**config.mk**
```make
export PLATFORM = sky130hd
export DESIGN_NAME = clink_frame_arb
export DESIGN_NICKNAME = d
export VERILOG_FILES = /design/src/rtl/clink_arb_pkg.sv /design/src/rtl/clink_frame_fifo.sv /design/src/rtl/clink_frame_arb.sv
export SDC_FILE = /design/constraint.sdc
export NUM_CORES = 2
export LEC_CHECK = 0
export BUFFER_PORTS_ARGS = -buffer_cell sky130_fd_sc_hd__buf_2
export CORE_MARGIN = 1
export CORE_UTILIZATION = 53
export CTS_CLUSTER_SIZE = 25
export DETAILED_ROUTE_END_ITERATION = 16
export GPL_ROUTABILITY_DRIVEN = 0
export PLACE_DENSITY = 0.72
export SYNTH_ARGS = -nofsm -noshare
export SYNTH_HDL_FRONTEND = slang
export SYNTH_SLANG_ARGS = --single-unit
```
**constraint.sdc**
```tcl
create_clock -name i_clk -period 9.7 [get_ports i_clk]
set_input_delay 0.485 -clock i_clk [delete_from_list [all_inputs] [get_ports i_clk]]
set_output_delay 0.485 -clock i_clk [all_outputs]
set_load 0.1 [all_outputs]
```
**src/rtl/clink_arb_pkg.sv**
```systemverilog
// Shared types, constants and CRC-8 helper for the C-LINK frame aggregator.
package clink_arb_pkg;

  typedef enum logic [2:0] {
    ST_IDLE,
    ST_HDR0,
    ST_HDR1,
    ST_DATA,
    ST_CRC
  } arb_state_e;

  localparam int         HDR_LEN   = 2;
  localparam logic [7:0] CRC8_POLY = 8'h07;

  // MSB-first CRC-8 advanced by one byte.
  function automatic logic [7:0] crc8_next(input logic [7:0] crc, input logic [7:0] dat);
    logic [7:0] c;
    c = crc ^ dat;
    for (int i = 0; i < 8; i++) begin
      c = c[7] ? ({c[6:0], 1'b0} ^ CRC8_POLY) : {c[6:0], 1'b0};
    end
    return c;
  endfunction

endpackage

```
**src/rtl/clink_frame_fifo.sv**
```systemverilog
// Single-channel frame FIFO with partial-frame rollback, complete-frame count and sticky overflow.
// Read data registered one cycle after i_rd_pop; writes never stall, an overflowing frame is dropped.
module clink_frame_fifo #(
  parameter int DW      = 8,
  parameter int FIFO_AW = 6
) (
  input  logic          i_clk,
  input  logic          i_rst,
  input  logic          i_wr_vld,
  input  logic          i_wr_sof,
  input  logic          i_wr_eof,
  input  logic [DW-1:0] i_wr_dat,
  input  logic          i_rd_pop,
  input  logic          i_frm_done,
  output logic [DW:0]   o_rd_dat,
  output logic          o_frm_avail,
  input  logic          i_ovf_clr,
  output logic          o_ovf
);

  localparam int            PW    = FIFO_AW + 1;
  localparam logic [PW-1:0] DEPTH = PW'(1) << FIFO_AW;

  logic [DW:0]   mem_q [1 << FIFO_AW];
  logic [DW:0]   dout_q;
  logic [PW-1:0] wr_q, wr_d, start_q, start_d, rd_q, cnt_q, cnt_d, base;
  logic          open_q, open_d, ovf_q, ovf_d, we, frm_inc;

  always_comb begin
    wr_d    = wr_q;
    start_d = start_q;
    open_d  = open_q;
    base    = wr_q;
    we      = 1'b0;
    frm_inc = 1'b0;
    ovf_d   = ovf_q & ~i_ovf_clr;
    if (i_wr_vld && (i_wr_sof || open_q)) begin
      // A sof always restarts at the frame base, which discards any open partial frame.
      base = i_wr_sof ? start_q : wr_q;
      if (PW'(base - rd_q) == DEPTH) begin
        wr_d   = start_q;
        open_d = 1'b0;
        ovf_d  = 1'b1;
      end else begin
        we     = 1'b1;
        wr_d   = base + PW'(1);
        open_d = ~i_wr_eof;
        if (i_wr_eof) begin
          start_d = base + PW'(1);
          frm_inc = 1'b1;
        end
      end
    end
  end

  always_comb begin
    case ({frm_inc, i_frm_done})
      2'b10:   cnt_d = cnt_q + PW'(1);
      2'b01:   cnt_d = cnt_q - PW'(1);
      default: cnt_d = cnt_q;
    endcase
  end

  always_ff @(posedge i_clk) begin
    if (we) mem_q[base[FIFO_AW-1:0]] <= {i_wr_eof, i_wr_dat};
  end

  always_ff @(posedge i_clk or posedge i_rst) begin
    if (i_rst) begin
      wr_q    <= '0;
      start_q <= '0;
      rd_q    <= '0;
      cnt_q   <= '0;
      open_q  <= 1'b0;
      ovf_q   <= 1'b0;
      dout_q  <= '0;
    end else begin
      wr_q    <= wr_d;
      start_q <= start_d;
      cnt_q   <= cnt_d;
      open_q  <= open_d;
      ovf_q   <= ovf_d;
      if (i_rd_pop) begin
        dout_q <= mem_q[rd_q[FIFO_AW-1:0]];
        rd_q   <= rd_q + PW'(1);
      end
    end
  end

  assign o_rd_dat    = dout_q;
  assign o_frm_avail = (cnt_q != '0);
  assign o_ovf       = ovf_q;

endmodule

```
**src/rtl/clink_frame_arb.sv**
```systemverilog
// CH_NUM-channel C-LINK aggregator: buffers frames, round-robins complete ones out with a 2-byte header.
// Header valid one cycle after a frame is seen complete; holds output on !i_tx_ready. CLINK_ARB_CRC_EN appends CRC-8.
module clink_frame_arb
  import clink_arb_pkg::*;
#(
  parameter int         CH_NUM  = 6,
  parameter int         DW      = 8,
  parameter int         FIFO_AW = 6,
  parameter logic [7:0] STAT    = 8'h00,
  parameter logic [3:0] RACK    = 4'h0
) (
  input  logic                 i_clk,
  input  logic                 i_rst,
  input  logic [CH_NUM*DW-1:0] i_rx_data,
  input  logic [CH_NUM-1:0]    i_rx_valid,
  input  logic [CH_NUM-1:0]    i_rx_sof,
  input  logic [CH_NUM-1:0]    i_rx_eof,
  output logic [DW-1:0]        o_tx_data,
  output logic                 o_tx_valid,
  output logic                 o_tx_sof,
  output logic                 o_tx_eof,
  input  logic                 i_tx_ready,
  output logic [CH_NUM-1:0]    o_ovf,
  input  logic                 i_ovf_clr
);

  logic [CH_NUM-1:0] avail, pop, done;
  logic [DW:0]       rd_dat [CH_NUM];
  logic [DW:0]       cur;
  arb_state_e        state_q, state_d;
  logic [3:0]        grant_q, grant_d, rr_q, rr_d, rr_next;
  logic [3:0]        pick, hi, lo;
  logic              pick_vld, hi_vld, accept, pop_any, done_any;
  logic [7:0]        hdr1;
`ifdef CLINK_ARB_CRC_EN
  logic [7:0]        crc_q, crc_d;
`endif

  for (genvar k = 0; k < CH_NUM; k++) begin : g_ch
    clink_frame_fifo #(
      .DW      (DW),
      .FIFO_AW (FIFO_AW)
    ) u_fifo (
      .i_clk       (i_clk),
      .i_rst       (i_rst),
      .i_wr_vld    (i_rx_valid[k]),
      .i_wr_sof    (i_rx_sof[k]),
      .i_wr_eof    (i_rx_eof[k]),
      .i_wr_dat    (i_rx_data[k*DW +: DW]),
      .i_rd_pop    (pop[k]),
      .i_frm_done  (done[k]),
      .o_rd_dat    (rd_dat[k]),
      .o_frm_avail (avail[k]),
      .i_ovf_clr   (i_ovf_clr),
      .o_ovf       (o_ovf[k])
    );
    assign pop[k]  = pop_any  && (grant_q == 4'(k));
    assign done[k] = done_any && (grant_q == 4'(k));
  end

  always_comb begin
    cur = '0;
    for (int k = 0; k < CH_NUM; k++) begin
      if (grant_q == 4'(k)) cur = rd_dat[k];
    end
  end

  // Descending scan: lo ends as the lowest eligible channel, hi as the lowest at or after rr_q.
  always_comb begin
    hi_vld   = 1'b0;
    pick_vld = 1'b0;
    hi       = '0;
    lo       = '0;
    for (int k = CH_NUM - 1; k >= 0; k--) begin
      if (avail[k]) begin
        pick_vld = 1'b1;
        lo       = 4'(k);
        if (4'(k) >= rr_q) begin
          hi_vld = 1'b1;
          hi     = 4'(k);
        end
      end
    end
    pick = hi_vld ? hi : lo;
  end

  assign hdr1    = {RACK, grant_q};
  assign accept  = o_tx_valid & i_tx_ready;
  assign rr_next = (grant_q == 4'(CH_NUM - 1)) ? 4'd0 : grant_q + 4'd1;

  always_comb begin
    state_d  = state_q;
    grant_d  = grant_q;
    rr_d     = rr_q;
    pop_any  = 1'b0;
    done_any = 1'b0;
`ifdef CLINK_ARB_CRC_EN
    crc_d    = crc_q;
`endif
    case (state_q)
      ST_IDLE: begin
        if (pick_vld) begin
          grant_d = pick;
          state_d = ST_HDR0;
        end
      end
      ST_HDR0: begin
        if (accept) begin
          state_d = ST_HDR1;
`ifdef CLINK_ARB_CRC_EN
          crc_d   = crc8_next(8'h00, STAT);
`endif
        end
      end
      ST_HDR1: begin
        // Prefetch the first payload byte so DATA runs without bubbles.
        if (accept) begin
          state_d = ST_DATA;
          pop_any = 1'b1;
`ifdef CLINK_ARB_CRC_EN
          crc_d   = crc8_next(crc_q, hdr1);
`endif
        end
      end
      ST_DATA: begin
        if (accept) begin
`ifdef CLINK_ARB_CRC_EN
          crc_d = crc8_next(crc_q, 8'(cur[DW-1:0]));
`endif
          if (cur[DW]) begin
            done_any = 1'b1;
            rr_d     = rr_next;
`ifdef CLINK_ARB_CRC_EN
            state_d  = ST_CRC;
`else
            state_d  = ST_IDLE;
`endif
          end else begin
            pop_any = 1'b1;
          end
        end
      end
`ifdef CLINK_ARB_CRC_EN
      ST_CRC: begin
        if (accept) state_d = ST_IDLE;
      end
`endif
      default: state_d = ST_IDLE;
    endcase
  end

  always_comb begin
    o_tx_valid = (state_q != ST_IDLE);
    o_tx_sof   = (state_q == ST_HDR0);
    o_tx_eof   = 1'b0;
    o_tx_data  = '0;
    case (state_q)
      ST_HDR0: o_tx_data = DW'(STAT);
      ST_HDR1: o_tx_data = DW'(hdr1);
      ST_DATA: begin
        o_tx_data = cur[DW-1:0];
`ifndef CLINK_ARB_CRC_EN
        o_tx_eof  = cur[DW];
`endif
      end
`ifdef CLINK_ARB_CRC_EN
      ST_CRC: begin
        o_tx_data = DW'(crc_q);
        o_tx_eof  = 1'b1;
      end
`endif
      default: o_tx_data = '0;
    endcase
  end

  always_ff @(posedge i_clk or posedge i_rst) begin
    if (i_rst) begin
      state_q <= ST_IDLE;
      grant_q <= '0;
      rr_q    <= '0;
`ifdef CLINK_ARB_CRC_EN
      crc_q   <= '0;
`endif
    end else begin
      state_q <= state_d;
      grant_q <= grant_d;
      rr_q    <= rr_d;
`ifdef CLINK_ARB_CRC_EN
      crc_q   <= crc_d;
`endif
    end
  end

endmodule

```
======== Word-level counts from Yosys, hierarchy flattened ========
Memory sizes are Yosys's and may differ from the RTL's. A register that Yosys moved wholly into a read port is not among the register bits.
Index checks and enable logic that the tools add are counted.
W data, S select, Z words.
cells by class
  add/subtract/negate cells ............... 31
  order comparisons ....................... 6
  eq/ne operators ......................... 31
  muxes and demuxes ....................... 143
  bitwise gates (word level) .............. 20
  reduce and logical (&&, ||, !) cells .... 48
operators with widths
  cell                   count
  $add A7 B1 Y7 const B  18
  $mux W1                85
  $mux W7                12
  $pmux W7 S2            6
  $mux W4                17
  $mux W9                6
  $eq A7 B7 Y1 const B   6
  $reduce_bool A7 Y1     6
  $sub A7 B1 Y7 const B  6
  $sub A7 B7 Y7          6
  $mux W6                6
  $mux W3                8
  $reduce_and A3 Y1      7
  $logic_and A1 B1 Y1    18
  $pmux W8 S2            1
  $not A1 Y1             13
  $eq A2 B1 Y1 const B   6
  $eq A2 B2 Y1 const B   6
  $pmux W3 S4            1
  $reduce_bool A2 Y1     6
  $eq A4 B2 Y1 const B   2
  $eq A4 B3 Y1 const B   2
  $ge A1 B4 Y1 const A   2
  $ge A2 B4 Y1 const A   2
  15 further kinds       31
word-level totals
  bits in registers ....................... 191
  memory bits (writable) .................. 3456
  word-level logic and storage cells ...... 324
  memories kept ........................... 6
memories
  memory                depth  width  rd ports  clocked after memory_dff  wr ports  RTL line                source
  g_ch[0].u_fifo.mem_q  64     9      1         1                         1         clink_frame_fifo.sv:24  logic [DW:0] mem_q [1 << FIFO_AW];
  g_ch[1].u_fifo.mem_q  64     9      1         1                         1         clink_frame_fifo.sv:24
  g_ch[2].u_fifo.mem_q  64     9      1         1                         1         clink_frame_fifo.sv:24
  g_ch[3].u_fifo.mem_q  64     9      1         1                         1         clink_frame_fifo.sv:24
  g_ch[4].u_fifo.mem_q  64     9      1         1                         1         clink_frame_fifo.sv:24
  g_ch[5].u_fifo.mem_q  64     9      1         1                         1         clink_frame_fifo.sv:24

======== Longest topological paths before layout ========
  word-level depth ........................ 14
  depth in mapped cells ................... 23

======== By module ========
A second synthesis with hierarchy kept.
unflattened totals
  cells, all modules ...................... 8058
  area total of the unflattened synthesis .. 150513.1 um2
modules (own cells, without submodules)
  module                                  times used  cells an instance  area each (um2)
  clink_frame_fifo at g_ch[0].u_fifo ...  2           1288               24760.0
  clink_frame_fifo at g_ch[5].u_fifo      1           1351               24984.0
  clink_frame_fifo at g_ch[4].u_fifo      1           1351               24962.7
  clink_frame_fifo at g_ch[3].u_fifo      1           1316               24888.9
  clink_frame_fifo at g_ch[2].u_fifo      1           1275               24681.2
  clink_frame_arb                         1           189                1476.4

======== Worst setup path before layout ========
OpenSTA, ideal clock, no wires.
  kind .................................... register -> register
  start point ............................. register g_ch[0].u_fifo.rd_q[1]
  end point ............................... register g_ch[0].u_fifo.cnt_q[6]
  library setup time ...................... 0.079 ns
  data arrival time ....................... 4.940 ns
  required time ........................... 9.621 ns
  path slack .............................. 4.681 ns
  stages on the path, launching flop included .. 24
  path through ............................ dfrtp_1 -> clkbuf_1 -> buf_2 -> clkbuf_1 -> clkbuf_1 -> inv_1 -> ha_1 -> nand2b_1 -> a21oi_1 -> or4b_1 -> a211o_1 -> buf_2 -> nand3_1 -> clkbuf_1 -> ha_1 -> inv_1 -> fa_1 -> nor2b_1 -> o21ai_0 -> a21boi_0 -> o21ai_0 -> and3_1 -> nor3_1 -> xor2_1
on the way
  word-level cells in the longest chain between the ends .. 6
RTL lines
  element                                                   RTL line                source
  from (decl)                                               clink_frame_fifo.sv:26  logic [PW-1:0] wr_q, wr_d, start_q, start_d, rd_q, cnt_q, cnt_d, base;
  from (signal assigned)                                    clink_frame_fifo.sv:85  rd_q <= rd_q + PW'(1);
  $sub A7 B7 Y7 (*)                                         clink_frame_fifo.sv:40  if (PW'(base - rd_q) == DEPTH) begin
  $eq A7 B7 Y1 (*)                                          clink_frame_fifo.sv:40
  $mux W1 (*)                                               clink_frame_fifo.sv:40
  $mux W1 (*)                                               clink_frame_fifo.sv:37  if (i_wr_vld && (i_wr_sof || open_q)) begin
  $eq A2 B1 Y1 / $eq A2 B2 Y1 (equally long branches)       clink_frame_fifo.sv:57  case ({frm_inc, i_frm_done})
  $pmux W7 S2 / $reduce_bool A2 Y1 (equally long branches)  -
  to (signal assigned)                                      clink_frame_fifo.sv:80  cnt_q <= cnt_d;
  to (decl)                                                 clink_frame_fifo.sv:26
Every way passes the cells marked *; elsewhere a longest branch is shown, timed or not.
A chain may end at the register's enable or synchronous reset.

======== Worst setup path after layout ========
  start point ............................. register g_ch[1].u_fifo.rd_q[1]
  end point ............................... register g_ch[1].u_fifo.cnt_q[6]
on the way
  word-level cells in the longest chain between the ends .. 6
RTL lines
  element                                                   RTL line
  from (decl)                                               clink_frame_fifo.sv:26
  from (signal assigned)                                    clink_frame_fifo.sv:85
  $sub A7 B7 Y7 (*)                                         clink_frame_fifo.sv:40
  $eq A7 B7 Y1 (*)                                          clink_frame_fifo.sv:40
  $mux W1 (*)                                               clink_frame_fifo.sv:40
  $mux W1 (*)                                               clink_frame_fifo.sv:37
  $eq A2 B1 Y1 / $eq A2 B2 Y1 (equally long branches)       clink_frame_fifo.sv:57
  $pmux W7 S2 / $reduce_bool A2 Y1 (equally long branches)  -
  to (signal assigned)                                      clink_frame_fifo.sv:80
  to (decl)                                                 clink_frame_fifo.sv:26
Marks and branches as above.

==> metrics.txt <==
WL final=330,000 um; Yosys cell types=77; global route overflow=0; Sw Ratio=0.286; via/cell ratio=roughly 6.3; Async SR Flop Fraction=0.0657; Worst R2R Setup Slack=approximately 3.7 ns; critical path peak fanout=72; Initial Util=0.535; H-tree depth=5; Avg WL per Cell=28.6 um; Clock power frac=0.331; final core occ=0.594; synth cell count leaders=edfxtp_1 (3,456), mux4_2 (1,063), nor2_1 (520), nand2_1 (381), dfrtp_1 (243); FILL cells=19.2k; Final #Nets=7,697; crit path kind=reg -> reg; area delta synth->final=11.1%; cell type with the largest total area after synthesis=edfxtp_1; Pins Over Slew Limit=0; top-count cell post-synth=edfxtp_1; Crit. End Element=flop; Die Ht=531 um; top-area cell type share of the netlist area=0.699; minimum clock period=6.05 ns; Worst Path Arrival=6.84 ns; Port Buffers=86; Post-Layout Inst Area=0.165 sq mm; setup violators final=0; largest net degree at the start of global routing=110; Logic pwr share=0.229; maximum VDD drop=0.261 mV; via count=72.5k; WL met2=roughly 160,000 um; CTS tree=done; r2r endpoint=g_ch[1].u_fifo.cnt_q[6]; Post-DRT Antenna Nets=0; CTS buffer count=368; top layer in use=met5; Core ar.=~0.28 sq mm; synthesized flop and latch total=3,699; initial antenna violation count=13; Worst Reg-to-Reg Cells=17; share of layout cells above drive strength 1=0.240; ys flop type=edfxtp_1; Post-Syn Area per Cell=20.2 sq um; Fin Clk Skew=0.0349 ns; full die area=0.282 sq mm; net load switching power=12,200 uW; CTS resizes=0; Syn. warnings=0; status=finished clean; internal cell power=30,600 uW; drt pass-1 iters=6; hold depth=3; Worst Setup Start Kind=flop; CTS clk-pin slew, worst paths=0.07 ns; Root Buffer=clkbuf_16; Slew @ Worst Pin=1.37 ns; # rows=193; Fin Setup TNS=0 ns; Iteration-0 DRC Markers=8,559; Hold Path Class=in -> reg; LEAKAGE=0.0528 uW; number of synthesized flops with an enable pin=3,456; Hold Fails Final Rpt=0; Netlist Area Pre-Place=0.148 sq mm; post-CTS setup buffers=0; max_slew headroom=0.0900; vias in the first global route=73.8k; Seq pwr share=0.439; Total Routing Usage GR=0.236; Max clock buf depth=4; DRC violations left=0; max_cap viols=0; Worst Hold End=g_ch[4].u_fifo.wr_q[3]; RSZ-0062 raised after global routing=false; IO Count=slightly below 90; Max Freq=between 0.15 and 0.2 GHz; Clk Latency, worst-skew pair=0.94 ns; Req. time, crit path=roughly 11 ns; Post-DP HPWL=between 150,000 and 200,000 um; top post-synthesis cells by area=edfxtp_1 (70%), mux4_2 (16%), dfrtp_1 (4.1%); Hold Startpoint=i_rx_sof[4]; wire length on met1=131,000 um; first-pass GRT wire length=just under 500,000 um; syn nets=7,502; post-placement cell area=0.153 sq mm; CTS sink cnt=3,699; DR WL met3=25,500 um; Tcrit/Tclk final=0.623; sequential-to-total area share from yosys stat=0.740; power density over cell area=260 mW/mm^2; chip width=531 um; FF-to-FF Start=g_ch[1].u_fifo.rd_q[1]; Post-Syn Instances=7,331
## critical path, cell delays in order, from the launching register on
cell,delay (ns)
dfrtp_4,1.11
inv_1,0.54
ha_1,0.48
nand2b_1,0.07
o21ai_0,0.30
a31oi_1,0.15
xnor2_1,0.16
a211o_1,0.63
nand3_1,0.45
ha_1,0.46
fa_1,0.45
a21o_1,0.20
a21oi_1,0.22
o21bai_1,0.09
a21oi_1,0.17
xor2_1,0.16
nor2_1,0.07
xor2_1,0.15
## kinds of logic (layout without fill, tap and decap cells)
logic type / Yosys count / in the layout / synth area share
flops: 3699 / 3699 / 0.740
mux: 1260 / 1260 / 0.175
simple gates: 1219 / 1219 / 0.0360
buf+inv: 468 / 958 / 0.0130
compound gates: 466 / 466 / 0.0198
xor+xnor: 118 / 118 / 0.00715
fa+ha+maj: 101 / 101 / 0.00882
other cells: 0 / 10 / 0
## layout by cell type (no fill, tap or decap), drive strengths merged, types with 46 or more instances in the layout
cell type,count
nand4,46
mux2,76
clkbuf,454
nand2,381
mux4,1063
a21oi,101
edfxtp,3456
nand3,72
mux2i,121
dfrtp,243
ha,95
o21ai,164
nor2,520
xnor2,80
buf,168
clkinv,144
inv,129
## flip-flops by register name, indices dropped and copies added (netlist names)
register,cells
g_ch.u_fifo.cnt_q,42
g_ch.u_fifo.mem_q,3456
g_ch.u_fifo.o_ovf,6
g_ch.u_fifo.o_rd_dat,54
g_ch.u_fifo.open_q,6
g_ch.u_fifo.rd_q,42
g_ch.u_fifo.start_q,42
g_ch.u_fifo.wr_q,42
grant_q,3
rr_q,4
state_q,2
## per-stage QoR
stage	hold WS (ns)	total power (uW)	setup slack, ns	cells
2_1_floorplan	0.433	25800	2.54	7331
3_3_place_gp	0.449	28800	3.83	10900
3_5_place_dp	0.464	29000	3.77	10900
4_1_cts	0.00799	43100	3.72	11500
5_1_grt	0.0830	44300	3.18	11500
6_report	0.0835	42800	3.65	11500
## how the worst max path moves through the flow
| stage | startpoint | endpoint | cells past startpoint |
|---|---|---|---|
| 5_1_grt | g_ch[1].u_fifo.rd_q[1] | g_ch[1].u_fifo.cnt_q[6] | 17 |
| 4_1_cts | g_ch[1].u_fifo.rd_q[1] | g_ch[1].u_fifo.cnt_q[6] | 17 |
| 6_report | g_ch[1].u_fifo.rd_q[1] | g_ch[1].u_fifo.cnt_q[6] | 17 |
| 2_1_floorplan | i_rst | g_ch[0].u_fifo.cnt_q[0] | 1 |
| 3_5_place_dp | g_ch[1].u_fifo.rd_q[1] | g_ch[1].u_fifo.cnt_q[6] | 17 |
| 3_3_place_gp | g_ch[1].u_fifo.rd_q[1] | g_ch[1].u_fifo.cnt_q[6] | 17 |
## power by group through the flow
stage / registers (uW) / logic, uW / clock network (uW)
floorplan: 18600 / 7150 / 0
global route: 18900 / 10400 / 15000
CTS: 18800 / 9860 / 14400
global placement: 19100 / 9650 / 0
detailed placement: 19200 / 9800 / 0
finish: 18800 / 9820 / 14200
## timing repair
action	CTS	global route
hold endpoints to repair	113	0
setup endpoints to repair	0	0
hold buffers	8	0
## area by class of cell
class	count	area [sq um]	share of cell area
diodes	10	25.0	0.000152
multi-input cells	3164	36700	0.222
clock buffers	454	9680	0.0587
well taps	3705	4640	0.0281
repair buffers	176	1160	0.00706
inverters	117	447	0.00271
flip-flops and latches	3699	110000	0.667
clock inverters	211	2340	0.0142
## per-layer routing
layer / up-vias / global-route usage
li1: 30500 / -
met1: 38200 / 0.332
met2: 3234 / 0.382
met3: 596 / 0.0378
met4: 2 / 0.0753
met5: - / 0.000342
(Power assumes the default switching activity.)
